--- src/rtl/multicycle_ctrl.sv ---
// ============================================================================
// multicycle_ctrl : main control FSM of the multicycle RV32I core (shared ALU,
// unified memory port, retired-instruction counter).   Rev 1.0
// ============================================================================
`default_nettype none

module multicycle_ctrl #(
    parameter int CNT_W = 32
) (
    input  logic             clk,
    input  logic             rst_n,
    input  logic [6:0]       opcode,
    input  logic             zero,
    input  logic             mem_ready,
    output logic             mem_req,
    output logic             AdrSrc,
    output logic             IRWrite,
    output logic             PCWrite,
    output logic             RegWrite,
    output logic             MemWrite,
    output logic [1:0]       ALUSrcA,
    output logic [1:0]       ALUSrcB,
    output logic [1:0]       ALUOp,
    output logic [1:0]       ResultSrc,
    output logic             illegal_op,
    output logic [CNT_W-1:0] retired
);

    typedef enum logic [3:0] {
        FETCH    = 4'd0,
        DECODE   = 4'd1,
        MEMADR   = 4'd2,
        MEMREAD  = 4'd3,
        MEMWB    = 4'd4,
        MEMWRITE = 4'd5,
        EXECUTER = 4'd6,
        EXECUTEI = 4'd7,
        ALUWB    = 4'd8,
        BEQ      = 4'd9,
        JAL      = 4'd10
    } state_t;

    localparam logic [6:0] OP_LOAD  = 7'b0000011;
    localparam logic [6:0] OP_STORE = 7'b0100011;
    localparam logic [6:0] OP_RTYPE = 7'b0110011;
    localparam logic [6:0] OP_ITYPE = 7'b0010011;
    localparam logic [6:0] OP_BEQ   = 7'b1100011;
    localparam logic [6:0] OP_JAL   = 7'b1101111;

    state_t           state_q, state_d;
    logic [CNT_W-1:0] retired_q, retired_d;

    logic pc_update, branch;
    logic mem_req_s, ir_write_s, reg_write_s, mem_write_s, illegal_s;

    always_comb begin
        state_d     = FETCH;
        retired_d   = retired_q;
        mem_req_s   = 1'b0;
        AdrSrc      = 1'b0;
        ir_write_s  = 1'b0;
        pc_update   = 1'b0;
        branch      = 1'b0;
        reg_write_s = 1'b0;
        mem_write_s = 1'b0;
        illegal_s   = 1'b0;
        ALUSrcA     = 2'b00;
        ALUSrcB     = 2'b00;
        ALUOp       = 2'b00;
        ResultSrc   = 2'b00;
        case (state_q)
            FETCH: begin
                mem_req_s  = 1'b1;
                ALUSrcB    = 2'b10;
                ResultSrc  = 2'b10;
                ir_write_s = mem_ready;
                pc_update  = mem_ready;
                state_d    = mem_ready ? DECODE : FETCH;
            end
            DECODE: begin
                // ALUOut captures OldPC + imm as a speculative branch target
                ALUSrcA = 2'b01;
                ALUSrcB = 2'b01;
                case (opcode)
                    OP_LOAD, OP_STORE: state_d = MEMADR;
                    OP_RTYPE:          state_d = EXECUTER;
                    OP_ITYPE:          state_d = EXECUTEI;
                    OP_BEQ:            state_d = BEQ;
                    OP_JAL:            state_d = JAL;
                    default: begin
                        state_d   = FETCH;
                        illegal_s = 1'b1;
                    end
                endcase
            end
            MEMADR: begin
                ALUSrcA = 2'b10;
                ALUSrcB = 2'b01;
                state_d = opcode[5] ? MEMWRITE : MEMREAD;
            end
            MEMREAD: begin
                mem_req_s = 1'b1;
                AdrSrc    = 1'b1;
                state_d   = mem_ready ? MEMWB : MEMREAD;
            end
            MEMWB: begin
                ResultSrc   = 2'b01;
                reg_write_s = 1'b1;
                retired_d   = retired_q + CNT_W'(1);
            end
            MEMWRITE: begin
                mem_req_s   = 1'b1;
                AdrSrc      = 1'b1;
                mem_write_s = mem_ready;
                state_d     = mem_ready ? FETCH : MEMWRITE;
                if (mem_ready) retired_d = retired_q + CNT_W'(1);
            end
            EXECUTER: begin
                ALUSrcA = 2'b10;
                ALUOp   = 2'b10;
                state_d = ALUWB;
            end
            EXECUTEI: begin
                ALUSrcA = 2'b10;
                ALUSrcB = 2'b01;
                ALUOp   = 2'b10;
                state_d = ALUWB;
            end
            ALUWB: begin
                reg_write_s = 1'b1;
                retired_d   = retired_q + CNT_W'(1);
            end
            BEQ: begin
                ALUSrcA   = 2'b10;
                ALUOp     = 2'b01;
                branch    = 1'b1;
                retired_d = retired_q + CNT_W'(1);
            end
            JAL: begin
                // PC takes the precomputed target; ALU forms the link OldPC + 4
                ALUSrcA   = 2'b01;
                ALUSrcB   = 2'b10;
                pc_update = 1'b1;
                state_d   = ALUWB;
            end
            default: state_d = FETCH;
        endcase
    end

    always_ff @(posedge clk or negedge rst_n) begin
        if (!rst_n) begin
            state_q   <= FETCH;
            retired_q <= '0;
        end else begin
            state_q   <= state_d;
            retired_q <= retired_d;
        end
    end

    // Enables are gated by rst_n so they drop the instant reset asserts
    assign mem_req    = rst_n & mem_req_s;
    assign IRWrite    = rst_n & ir_write_s;
    assign PCWrite    = rst_n & (pc_update | (branch & zero));
    assign RegWrite   = rst_n & reg_write_s;
    assign MemWrite   = rst_n & mem_write_s;
    assign illegal_op = rst_n & illegal_s;
    assign retired    = retired_q;

endmodule

`default_nettype wire

--- config.mk ---
export PLATFORM = sky130hd
export DESIGN_NAME = multicycle_ctrl
export DESIGN_NICKNAME = d
export VERILOG_FILES = /design/src/rtl/multicycle_ctrl.sv
export SDC_FILE = /design/constraint.sdc
export NUM_CORES = 1
export LEC_CHECK = 0
export ABC_AREA = 0
export CORE_MARGIN = 2
export CORE_UTILIZATION = 51
export DETAILED_ROUTE_END_ITERATION = 16
export GPL_TIMING_DRIVEN = 0
export PLACE_DENSITY_LB_ADDON = 0.15
export SLEW_MARGIN = 0
export SYNTH_ARGS = -nofsm -noshare
export SYNTH_HDL_FRONTEND = slang
export SYNTH_SLANG_ARGS = --single-unit
--- constraint.sdc ---
create_clock -name clk -period 3.65 [get_ports clk]
set_clock_uncertainty 0.15 [all_clocks]
set_input_delay 0.5475 -clock clk [delete_from_list [all_inputs] [get_ports clk]]
set_output_delay 0.5475 -clock clk [all_outputs]
set_load 0.02 [all_outputs]
==> flow_summary.toml, run 1 <==
[critical_path]
cp_cell_sequence = "clkdlybuf4s50_1 -> nand2_1 -> a21oi_1 -> a31oi_1 -> nor3b_1 -> clkdlybuf4s50_1"
crit_type = "in2out"
cp.required_ps = 2950
cp_max_fo = 7
start_kind = "input port"
arrival_ps = 2300
crit_path_top_delay_cell = "clkdlybuf4s50_1"
critPathMaxStageDelay_ps = 650
setup.worst_path.end_class = "output port"
cp_common_cell = "clkdlybuf4s50_1"

[synthesis]
synth-simple-area-share_pct = 29.1
synth_fp_nets = 215
ys.warnings.count = 0
muxShareOfSynthArea_pct = 1.08
synthFlopType = "dfrtp_1"
netlist_instances = 203
synth_top_family_by_area = "simple AND/OR/NAND/NOR gates"
synthTopCellsByArea = "dfrtp_1, xnor2_1, nand2_1"
synth_xor_area_share_pct = 13.8
synthArstFlopShare_pct = 100
yosysUniqueCellTypes = 36
avgSynthCellArea_um2 = 9.69
synth_adder_area_share_pct = 0.636
synth_compound_area_share_pct = 6.68
netlist_area_um2 = 1970
yosys.area.top_type = "dfrtp_1"
ys_ff_latch = 36
synth_edf_count = 0
synth_top_cell_area_share_pct = 45.8
synth_seq_area_share_pct = 45.8

[cells_and_area]
final_core_util_pct = 72.7
nNetsFinal = 279
drive_gt1_share_pct = 6.72
layout_commonest_cell = "clkdlybuf4s50_1"
seqCellArea_um2 = 901
nFillCells = 296
layout_common_cells = "clkdlybuf4s50_1, dfrtp_1, xnor2_1"
antennaDiodeCount = 0
multi_input_area_um2 = 1010
area_growth_pct = 36.3
finalInstanceArea_um2 = 2680

[place]
dp_slack_ps = 662
dpl-instance-area_um2 = 2590
hpwl_um = 3060
place.gp.congestion = 0.830
portBuffers = 57

[run]
drv_cap = 0

[clock_network]
cts_buffer_depth = 2
cts_tree = "yes"
cts_setup_buffers = 0
clk_pin_slew_ps = 70
clkLatencyLatePin_ps = 280
ctsHtreeMaxLevel = 2
numCtsBuffers = 5
cts_sinks = 36
holdBufCountCts = 0
clock-root-buffer = "clkbuf_8"
ctsResizeCount = 0

[die]
core_um2 = 3690
die_w_um = 66.1
dieArea_um2 = 4370
ioPinCount = 58
fp.dieH_um = 66.1
fp-row-count = 22
initial_core_util_pct = 53.3

[pwr]
peakVddDrop_v = 0.000209
p_leak_nw = 1.10
pwr_density_cell_nw_per_um2 = 333
p_total_w = 0.000894

[timing]
setup_viol = 0
period_share_pct = 82.2
clock.fmax_mhz = 333
drv_slew = 0
timing_hold_violations_final = 0
min_period_ps = 3000
setup-tns-final_ps = 0
rsz0062_at_grt = "false"
relSlewSlack_pct = 42.9
worst_slack_ps = 649
tightest_slew_ps = 857

[grt]
grt_pass1_vias = 1582
grt_pass1_wl_um = 6980
grt_start_max_net_pins = 43
grt_usage_pct = 20.3
antenna_found_initial = 0
grt-ovfl-total = 0

[detailed_routing]
wl_per_cell_um = 13.0
drc = 0
drt_wl_total_um = 4100
vias = 1724
final_antenna_net_count = 0
drt_iter0_markers = 108
viasPerCell = 5.46
dr.pass1.iters = 4

[worst_hold_path]
min_path_type = "in2async"

[outcome]
status = "finished clean"
[state kept, by name (all words and copies together), names as in the netlist]
| register | cells |
|---|---|
| state_q | 4 |
| retired | 32 |
[synth_stat cells, drive strengths merged (2+ instances only)]
cell type   n
nor3        7
o21ai       4
clkbuf      4
nand3      13
dfrtp      36
nor2b       6
and3       10
and2        2
nor2       15
nor4        2
nand4      11
xnor2      28
o21a        2
nand2b      7
o22ai       3
buf         3
nor3b       3
a21oi       8
nand2      23
inv         2
xor2        3
[cell type report]
class,count,share of cell area [%]
clock inverter,3,0.700
sequential,36,33.6
multi-input combinational,158,37.7
clock buffer,5,2.57
inverter,2,0.280
buffer,7,1.82
timing repair buffer,57,21.1
tap,48,2.24
[layer usage]
| layer | global-route usage [%] | vias to the layer above | routed length, um |
|---|---|---|---|
| li1 | - | 835 | - |
| met1 | 28.2 | 825 | 1860 |
| met2 | 32.4 | 62 | 1980 |
| met3 | 4.26 | 2 | 234 |
| met4 | 5.36 | 0 | 24 |
| met5 | 0 | - | 0 |
[per-stage QoR]
stage / instances / hold slack (ps)
3_3_place_gp: 308 / 312
3_5_place_dp: 308 / 320
5_1_grt: 316 / 299
2_1_floorplan: 203 / 102
6_report: 316 / 232
4_1_cts: 316 / 255
[critical path, delay by kind of cell]
kind	cells	cell delay (ps)
buffers and inverters	2	1280
AOI/OAI and AO/OA	2	190
and+or+nand+nor	2	270
[power by group]
part	internal (W)	switching, W	total [W]
combinational	0.0000909	0.0000973	0.000188
sequential	0.000417	0.0000195	0.000436
clock	0.000133	0.000136	0.000269
[path summary, 6_finish.rpt]
path	from	endpoint	slack, ps	cells after the start
worst max-delay path	mem_ready	PCWrite	650	6
worst min-delay path	rst_n	retired[0]	230	1
worst max register to register	state_q[3]	retired[26]	1820	6
worst min register to register	retired[31]	retired[31]	330	1
max in group asynchronous	rst_n	retired[18]	2590	1
min in group clk	retired[31]	retired[31]	330	1
[cell families (layout without fill, tap and decap cells)]
kind of cell / count (synthesis) / after routing
and+or+nand+nor: 103 / 103
DFF: 36 / 36
xor gates and xnor gates: 31 / 31
AOI/OAI and AO/OA: 21 / 21
buffers and inverters: 9 / 74
muxes: 2 / 2
adders and majority gates: 1 / 1
No activity file was read; power rests on OpenSTA's default activity.
==> inputs of run 2 (changes only) <==
- CORE_UTILIZATION: 51 -> 42
- clock period: 3.65 -> 2.68 ns (I/O delays scaled with it)
==> flow_summary.toml, run 2 (synthesis gave the netlist of run 1 again) <==
[clock_network]
ctsHtreeMaxLevel = 2
numCtsBuffers = 5
cts_tree = "yes"
clock-root-buffer = "clkbuf_8"
clk_pin_slew_ps = 80
clkLatencyLatePin_ps = 290
cts_buffer_depth = 2
cts_sinks = 36
cts_setup_buffers = 0
holdBufCountCts = 0

[timing]
clock.fmax_mhz = 391
min_period_ps = 2560
drv_slew = 0
setup_viol = 0
period_share_pct = 95.4
relSlewSlack_pct = 63.6
tightest_slew_ps = 546
worst_slack_ps = 124
timing_hold_violations_final = 36
timing.hold.ws_ps = -38.2

[run]
drv_cap = 0

[grt]
grt_usage_pct = 17.1
antenna_found_initial = 0
grtUsageMet1_pct = 22.8
grt_pass1_vias = 1564
grt_start_max_net_pins = 43
busiest_layer = "met2"
grt-ovfl-total = 0
use_met2_pct = 27.5
grt_pass1_wl_um = 7160
grt.met3_usage_pct = 3.75

[pwr]
pwr_density_cell_nw_per_um2 = 487
peakVddDrop_v = 0.000255
p_total_w = 0.00133
p_leak_nw = 1.16

[cells_and_area]
antennaDiodeCount = 0
drive_gt1_share_pct = 9.33
layout_commonest_cell = "clkdlybuf4s50_1"
area_growth_pct = 38.5
nNetsFinal = 279
layout_common_cells = "clkdlybuf4s50_1, dfrtp_1, xnor2_1"
largest_reg_flops = 32

[critical_path]
setup.worst_path.end_class = "output port"
start_kind = "register"
cp_max_fo = 10
arrival_ps = 2000
cp.required_ps = 2130
crit_type = "reg2out"
r2r_slack_ps = 830

[die]
fp-row-count = 24
ioPinCount = 58
fp.dieH_um = 72.4
initial_core_util_pct = 44.3
die_w_um = 72.4
dieArea_um2 = 5250
core_um2 = 4440

[outcome]
violations = "negative hold slack"
status = "complete, but fails checks"

[detailed_routing]
drt_iter0_markers = 59
drt_wl_total_um = 4330
viasPerCell = 5.28
vias = 1690
drc = 0
final_antenna_net_count = 0
wl_per_cell_um = 13.5
dr.pass1.iters = 4

[worst_hold_path]
min_path_type = "in2async"

[place]
place.gp.congestion = 0.817
dp_slack_ps = -81.3
hpwl_um = 3130
portBuffers = 57
run 2: changes by cell type in the layout (fill, tap and decap cells not counted), moves of 2 or more:
cell	previous run	this run
clkbuf_4	0	2
clkdlybuf4s50_1	56	49
clkbuf_2	0	3
clkbuf_1	4	1
dlymetal6s2s_1	0	2
dlygate4sd2_1	0	4
run 2: per-layer routing:
metal | vias up | wire length [um]
met5 | - | 0
li1 | 833 | -
met2 | 33 | 2100
met1 | 817 | 2000
met3 | 7 | 180
met4 | 0 | 52
run 2: power breakdown:
group	switching [W]	leakage, nW	internal (W)
clock	0.000199	0.0541	0.000275
sequential	0.0000308	0.478	0.000567
combinational	0.000133	0.630	0.000121
run 2: critical path: stages (launching register included):
cell             delay, ps
dfrtp_1                470
clkbuf_2               260
nand2_1                100
nor2_1                 110
a21oi_1                 50
nor2_1                 110
clkdlybuf4s50_1        610
run 2: worst paths after layout:
path	startpoint	to	cells after the start
worst min register to register	retired[31]	retired[31]	1
max in group asynchronous	rst_n	state_q[1]	1
worst max-delay path	state_q[3]	ALUSrcA[0]	6
worst min-delay path	rst_n	retired[6]	1
min in group clk	retired[31]	retired[31]	1
worst max register to register	state_q[3]	retired[26]	6
run 2: layout make-up:
type,count,area [um^2]
plain buffers,7,55.1
clock buffers,5,68.8
clock inverters,3,42.5
fillers,403,1720
inverters,2,7.51
multi-input cells,158,1020
flip-flops and latches,36,902
well taps,52,65.1
repair buffers,57,563
run 2: timing repair:
action / 4_1_cts / 5_1_grt
endpoints found under the setup margin: 7 / 5
resized for setup: 11 / 7
hold endpoints to repair: 0 / 0
run 2: stage by stage:
stage	setup TNS [ps]	util, %	hold WS (ps)	area [um^2]	instances
finish	0	61.3	-38.2	2730	320
global route	-0.597	61.3	12.0	2730	320
CTS	0	61.1	110	2720	320
detailed placement	-89.6	58.4	330	2600	312
global placement	-5990	58.6	313	2600	312
floorplan	0	-	-43.6	1970	203
